File: config.mk
export PLATFORM = sky130hd
export DESIGN_NAME = shift_req_scheduler
export DESIGN_NICKNAME = d
export VERILOG_FILES = /design/src/rtl/shift_pkg.sv /design/src/rtl/barrel_shift_core.sv /design/src/rtl/shift_req_scheduler.sv
export SDC_FILE = /design/constraint.sdc
export NUM_CORES = 1
export LEC_CHECK = 0
export CELL_PAD_IN_SITES_DETAIL_PLACEMENT = 1
export CELL_PAD_IN_SITES_GLOBAL_PLACEMENT = 1
export CORE_MARGIN = 3
export CORE_UTILIZATION = 33
export DETAILED_ROUTE_END_ITERATION = 7
export PLACE_DENSITY = 0.9
export SLEW_MARGIN = 20
export SYNTH_ARGS = -nofsm -noshare
export SYNTH_HDL_FRONTEND = slang
export SYNTH_SLANG_ARGS = --single-unit
File: constraint.sdc
create_clock -name clk -period 6.83 [get_ports clk]
set_clock_uncertainty 0.15 [all_clocks]
set_input_delay 0.683 -clock clk [delete_from_list [all_inputs] [get_ports clk]]
set_output_delay 0.683 -clock clk [all_outputs]
set_load 0.01 [all_outputs]
File: src/rtl/shift_pkg.sv
// Shared types and the round-robin pick function for the shift request scheduler.
package shift_pkg;

  typedef enum logic [1:0] {
    LSL = 2'b00,
    LSR = 2'b01,
    ASR = 2'b10,
    ASL = 2'b11
  } shift_dir_e;

  localparam int MAX_REQ = 8;

  // First asserted valid at or after ptr, searching upward and wrapping modulo num_req.
  function automatic logic [2:0] rr_pick(input logic [MAX_REQ-1:0] valid,
                                         input logic [2:0]         ptr,
                                         input int                 num_req = MAX_REQ);
    logic [2:0] pick;
    logic       found;
    int         idx;
    pick  = '0;
    found = 1'b0;
    for (int k = 0; k < MAX_REQ; k++) begin
      idx = (int'(ptr) + k) % num_req;
      if (k < num_req && !found && valid[idx]) begin
        pick  = 3'(idx);
        found = 1'b1;
      end
    end
    return pick;
  endfunction

endpackage

File: src/rtl/barrel_shift_core.sv
// Combinational log shifter: one stage per amount bit, zero or sign fill, no rotate.
module barrel_shift_core
  import shift_pkg::*;
#(
  parameter  int NUM_STAGE = 3,
  localparam int W         = 2**NUM_STAGE
) (
  input  logic [W-1:0]         data,
  input  logic [NUM_STAGE-1:0] amt,
  input  shift_dir_e           dir,
  output logic [W-1:0]         result
);

  logic [NUM_STAGE:0][W-1:0] stage;
  logic                      shift_right;
  logic                      fill;

  assign shift_right = (dir == LSR) || (dir == ASR);
  assign fill        = (dir == ASR) & data[W-1];
  assign stage[0]    = data;

  for (genvar gi = 0; gi < NUM_STAGE; gi++) begin : g_stage
    localparam int SH = 2**gi;
    logic [W-1:0] shifted;

    always_comb begin
      if (shift_right) begin
        shifted = {{SH{fill}}, stage[gi][W-1:SH]};
      end else begin
        shifted = {stage[gi][W-1-SH:0], {SH{1'b0}}};
      end
    end

    assign stage[gi+1] = amt[gi] ? shifted : stage[gi];
  end

  assign result = stage[NUM_STAGE];

endmodule

File: src/rtl/shift_req_scheduler.sv
// Round-robin arbiter sharing one barrel shifter between NUM_REQ requesters,
// with a single registered result stage behind a valid/ready handshake.
module shift_req_scheduler
  import shift_pkg::*;
#(
  parameter  int NUM_STAGE = 3,
  parameter  int NUM_REQ   = 4,
  localparam int W         = 2**NUM_STAGE,
  localparam int IDW       = $clog2(NUM_REQ)
) (
  input  logic                              clk,
  input  logic                              rst_n,
  input  logic [NUM_REQ-1:0]                req_valid,
  output logic [NUM_REQ-1:0]                req_ready,
  input  logic [NUM_REQ-1:0][W-1:0]         req_data,
  input  logic [NUM_REQ-1:0][NUM_STAGE-1:0] req_amt,
  input  logic [NUM_REQ-1:0][1:0]           req_dir,
  output logic                              out_valid,
  input  logic                              out_ready,
  output logic [W-1:0]                      out_data,
  output logic [IDW-1:0]                    out_id,
  output logic                              busy
);

  localparam logic ST_EMPTY = 1'b0;
  localparam logic ST_FULL  = 1'b1;

  logic           state_q, state_d;
  logic [W-1:0]   data_q, data_d;
  logic [IDW-1:0] id_q, id_d;
  logic [IDW-1:0] ptr_q, ptr_d;

  logic           can_accept;
  logic           grant;
  logic [IDW-1:0] grant_idx;
  logic [W-1:0]   sel_data;
  logic [NUM_STAGE-1:0] sel_amt;
  logic [1:0]     sel_dir;
  logic [W-1:0]   shift_result;

  assign can_accept = (state_q == ST_EMPTY) || out_ready;
  assign grant_idx  = IDW'(rr_pick(MAX_REQ'(req_valid), 3'(ptr_q), NUM_REQ));
  // rst_n gating keeps every ready low while reset is held.
  assign grant      = can_accept && (|req_valid) && rst_n;
  assign req_ready  = grant ? (NUM_REQ'(1) << grant_idx) : '0;

  assign sel_data = req_data[grant_idx];
  assign sel_amt  = req_amt[grant_idx];
  assign sel_dir  = req_dir[grant_idx];

  barrel_shift_core #(
    .NUM_STAGE (NUM_STAGE)
  ) u_core (
    .data   (sel_data),
    .amt    (sel_amt),
    .dir    (shift_dir_e'(sel_dir)),
    .result (shift_result)
  );

  always_comb begin
    state_d = state_q;
    data_d  = data_q;
    id_d    = id_q;
    ptr_d   = ptr_q;
    if (grant) begin
      data_d = shift_result;
      id_d   = grant_idx;
      ptr_d  = (grant_idx == IDW'(NUM_REQ - 1)) ? '0 : IDW'(int'(grant_idx) + 1);
    end
    case (state_q)
      ST_EMPTY: if (grant) state_d = ST_FULL;
      ST_FULL:  if (out_ready && !grant) state_d = ST_EMPTY;
      default:  state_d = ST_EMPTY;
    endcase
  end

  always_ff @(posedge clk or negedge rst_n) begin
    if (!rst_n) begin
      state_q <= ST_EMPTY;
      data_q  <= '0;
      id_q    <= '0;
      ptr_q   <= '0;
    end else begin
      state_q <= state_d;
      data_q  <= data_d;
      id_q    <= id_d;
      ptr_q   <= ptr_d;
    end
  end

  assign out_valid = (state_q == ST_FULL);
  assign out_data  = data_q;
  assign out_id    = id_q;
  assign busy      = out_valid && !out_ready;

endmodule

==> impl_metrics.ini <==
[synthesis]
dominantRegCellSynth = dfrtp_1
ys_warn_count = 0
synth-seq-cells = 13
syn-num-nets = 277
avgSynthCellArea_um2 = 8.13
synthesis.area_um2 = 1730
synthArstFlopShare = 1.00
seq_area_frac_synth = 0.188
syn_inst = 213
synth.distinct_cells = 52
synth_edf_count = 0

[sta]
period_share = 0.730
final_max_slew_viol_count = 0
hold_viol = 0
fin_tns_setup_ns = 0
finalSetupViolCount = 0
rsz0062_at_grt = false
finalCriticalPeriod_ns = 4.99
max_slew_margin = 0.401
whs_ns = 0.344
worst_slew_pin_slew_ns = 0.896
timing.final.ws_setup_ns = 1.84
clock.fmax_mhz = 201

[cells_and_area]
fill_cells = 595
design_area_um2 = 2560
drive_gt1_frac = 0.0887
area_growth_pct = 47.9
finalNetCount = 347
stdcell_count = 349
diodes = 0

[global_route]
grt.met3_usage = 0.0413
use_met2 = 0.424
grtUsageMet1 = 0.252
grt_max_degree = 20
grt.overflow.total = 0
grt_pass1_vias = 2251
antenna_found_initial = 0
grt_busiest_layer = met2
track_usage = 0.219
grt_pass1_wl_um = 10900

[placed_design]
pre_cts_slack_ns = 1.63
io_buffers = 74
placed_cell_area_um2 = 2510
dp.cells = 345
finalWeightedCongestion = 0.819
dpl.hpwl_um = 5360

[worst_hold_path]
hp-class = flip-flop to flip-flop
min_from = out_id[1]$_DFFE_PN0P_

[clock_network]
clock_path_buffers = 2
ctsResizeCount = 0
clockRootBuffer = clkbuf_8
numCtsBuffers = 3
tritoncts = done
clk_pin_slew_ns = 0.06
cts.sinks = 13
post-cts-setup-buffer-count = 0
cts_hold_buf = 0
htreeDepth = 1
clkLatencyLatePin_ns = 0.25

[pwr]
cell_internal_pwr_mw = 0.480
power_density_nw_per_um2 = 385
peakVddDrop_uv = 154
p_leak_nw = 1.06
p_seq_frac = 0.135
p_clk_frac = 0.072
combPwrFrac = 0.793
switchingPower_mw = 0.507
switching_share = 0.514

[route]
drtPass1Iterations = 4
initialDrtViolationCount = 74
drc = 0
ant_nets = 0
drt-vias-per-instance = 5.60
routedWlPerCell_um = 19.1
num_vias = 1953
postRouteWirelength_um = 6680

[floorplan]
io_pins = 75
die_h_um = 78.4
die_w_um = 78.4
start_util = 0.353
placeableCoreArea_um2 = 4910
die_area_um2 = 6150
rows = 25

[setup_path]
worstSetupPathType = primary input to flip-flop
r2r-end = out_data[3]$_DFFE_PN0P_
cp-endpoint = out_data[3]$_DFFE_PN0P_
reg2reg_slack_ns = 2.46
setup.worst_path.end_class = flip-flop
worst_setup_path_start_kind = primary input
required_ns = 6.81
crit_start = req_valid[2]
cp.arrival_ns = 4.97
crit_fanout = 19
reg2reg_depth = 16
r2r_start = ptr_q[0]$_DFFE_PN0P_

[run_status]
status = finished clean

[flow_run]
cap_violations = 0
[critical path, stage by stage]
cell and delay (ns):
clkdlybuf4s50_1 0.47, nor2b_1 0.19, a21o_1 0.19, a211oi_4 0.24, buf_4 0.31, inv_2 0.18, and2_0 0.20, a211oi_1 0.27
a21oi_1 0.08, ha_1 0.58, inv_1 0.36, mux4_2 0.37, a32oi_1 0.22, o21ai_1 0.13, nand2_1 0.09, nand3_1 0.07
o32a_1 0.33
[routing by layer]
| metal | vias up | part of all wire |
|---|---|---|
| li1 | 936 | - |
| met1 | 933 | 0.41 |
| met2 | 76 | 0.51 |
| met3 | 8 | 0.059 |
| met4 | 0 | 0.011 |
| met5 | - | 0 |
[power by group through the flow]
stage / registers, mW / logic [mW] / clock network, mW
floorplan: 0.143 / 0.528 / 0
global placement: 0.134 / 0.747 / 0
detailed placement: 0.135 / 0.771 / 0
CTS: 0.133 / 0.775 / 0.0722
global route: 0.137 / 0.852 / 0.0768
finish: 0.133 / 0.783 / 0.0710
[how the worst min path moves through the flow]
stage	to	slack, ns	cells past startpoint
3_5_place_dp	out_id[1]$_DFFE_PN0P_	0.34	2
3_3_place_gp	out_id[1]$_DFFE_PN0P_	0.32	2
6_report	out_id[1]$_DFFE_PN0P_	0.34	2
5_1_grt	out_data[1]$_DFFE_PN0P_	0.38	1
2_1_floorplan	out_data[0]$_DFFE_PN0P_	0.24	0
4_1_cts	out_id[1]$_DFFE_PN0P_	0.35	2
[Yosys cell counts (3+ instances only)]
master    instances  area share
a31oi_1           4       0.014
a21oi_1           9       0.026
and2_1            6       0.022
o21ai_1           6       0.017
o211ai_1          7       0.030
nor3_1            3      0.0087
nor2_1           14       0.030
mux2_2            6       0.039
o21ai_0          10       0.029
mux2i_1          32        0.18
buf_2             3      0.0087
ha_1              5       0.036
clkbuf_1          5       0.011
nand2b_1          5       0.018
a32oi_1           3       0.015
dfrtp_1          13        0.19
inv_1             4      0.0087
nand3_1           3      0.0087
nand2_1          33       0.072
buf_4             3       0.013
[flip-flops by register name (all words and copies together), names as in the netlist]
register   cells
ptr_q          2
out_valid      1
out_id         2
out_data       8
[layout make-up]
type                    instances  area [um^2]  share of cell area
clock buffers                   3         41.3              0.0161
clock inverters                 1         5.00             0.00195
inverters                       6         22.5             0.00879
multi-input cells             183         1330               0.518
flip-flops and latches         13          325               0.127
well taps                      67         83.8              0.0327
repair buffers                 76          756               0.295
[cell families (layout without fill, tap and decap cells)]
logic type | count (synthesis) | count (layout) | share of synthesized area
simple gates | 72 | 72 | 0.194
mux | 44 | 44 | 0.281
compound gates | 62 | 62 | 0.256
flops | 13 | 13 | 0.188
fa+ha+maj | 5 | 5 | 0.0361
buf+inv | 17 | 86 | 0.0455
[through the flow]
step / util / power, mW
global route: 0.522 / 1.07
floorplan: - / 0.672
detailed placement: 0.512 / 0.906
finish: 0.522 / 0.987
global placement: 0.512 / 0.881
CTS: 0.522 / 0.980
[cells in the final DEF (no fill, tap or decap), types with 6 or more instances in the layout]
cell type,n
dfrtp_1,13
nand2_1,33
o21ai_0,10
mux2_2,6
a21oi_1,9
mux2i_1,32
o211ai_1,7
and2_1,6
nor2_1,14
o21ai_1,6
clkdlybuf4s50_1,74
Note: power is estimated with default switching activity, not from simulation.
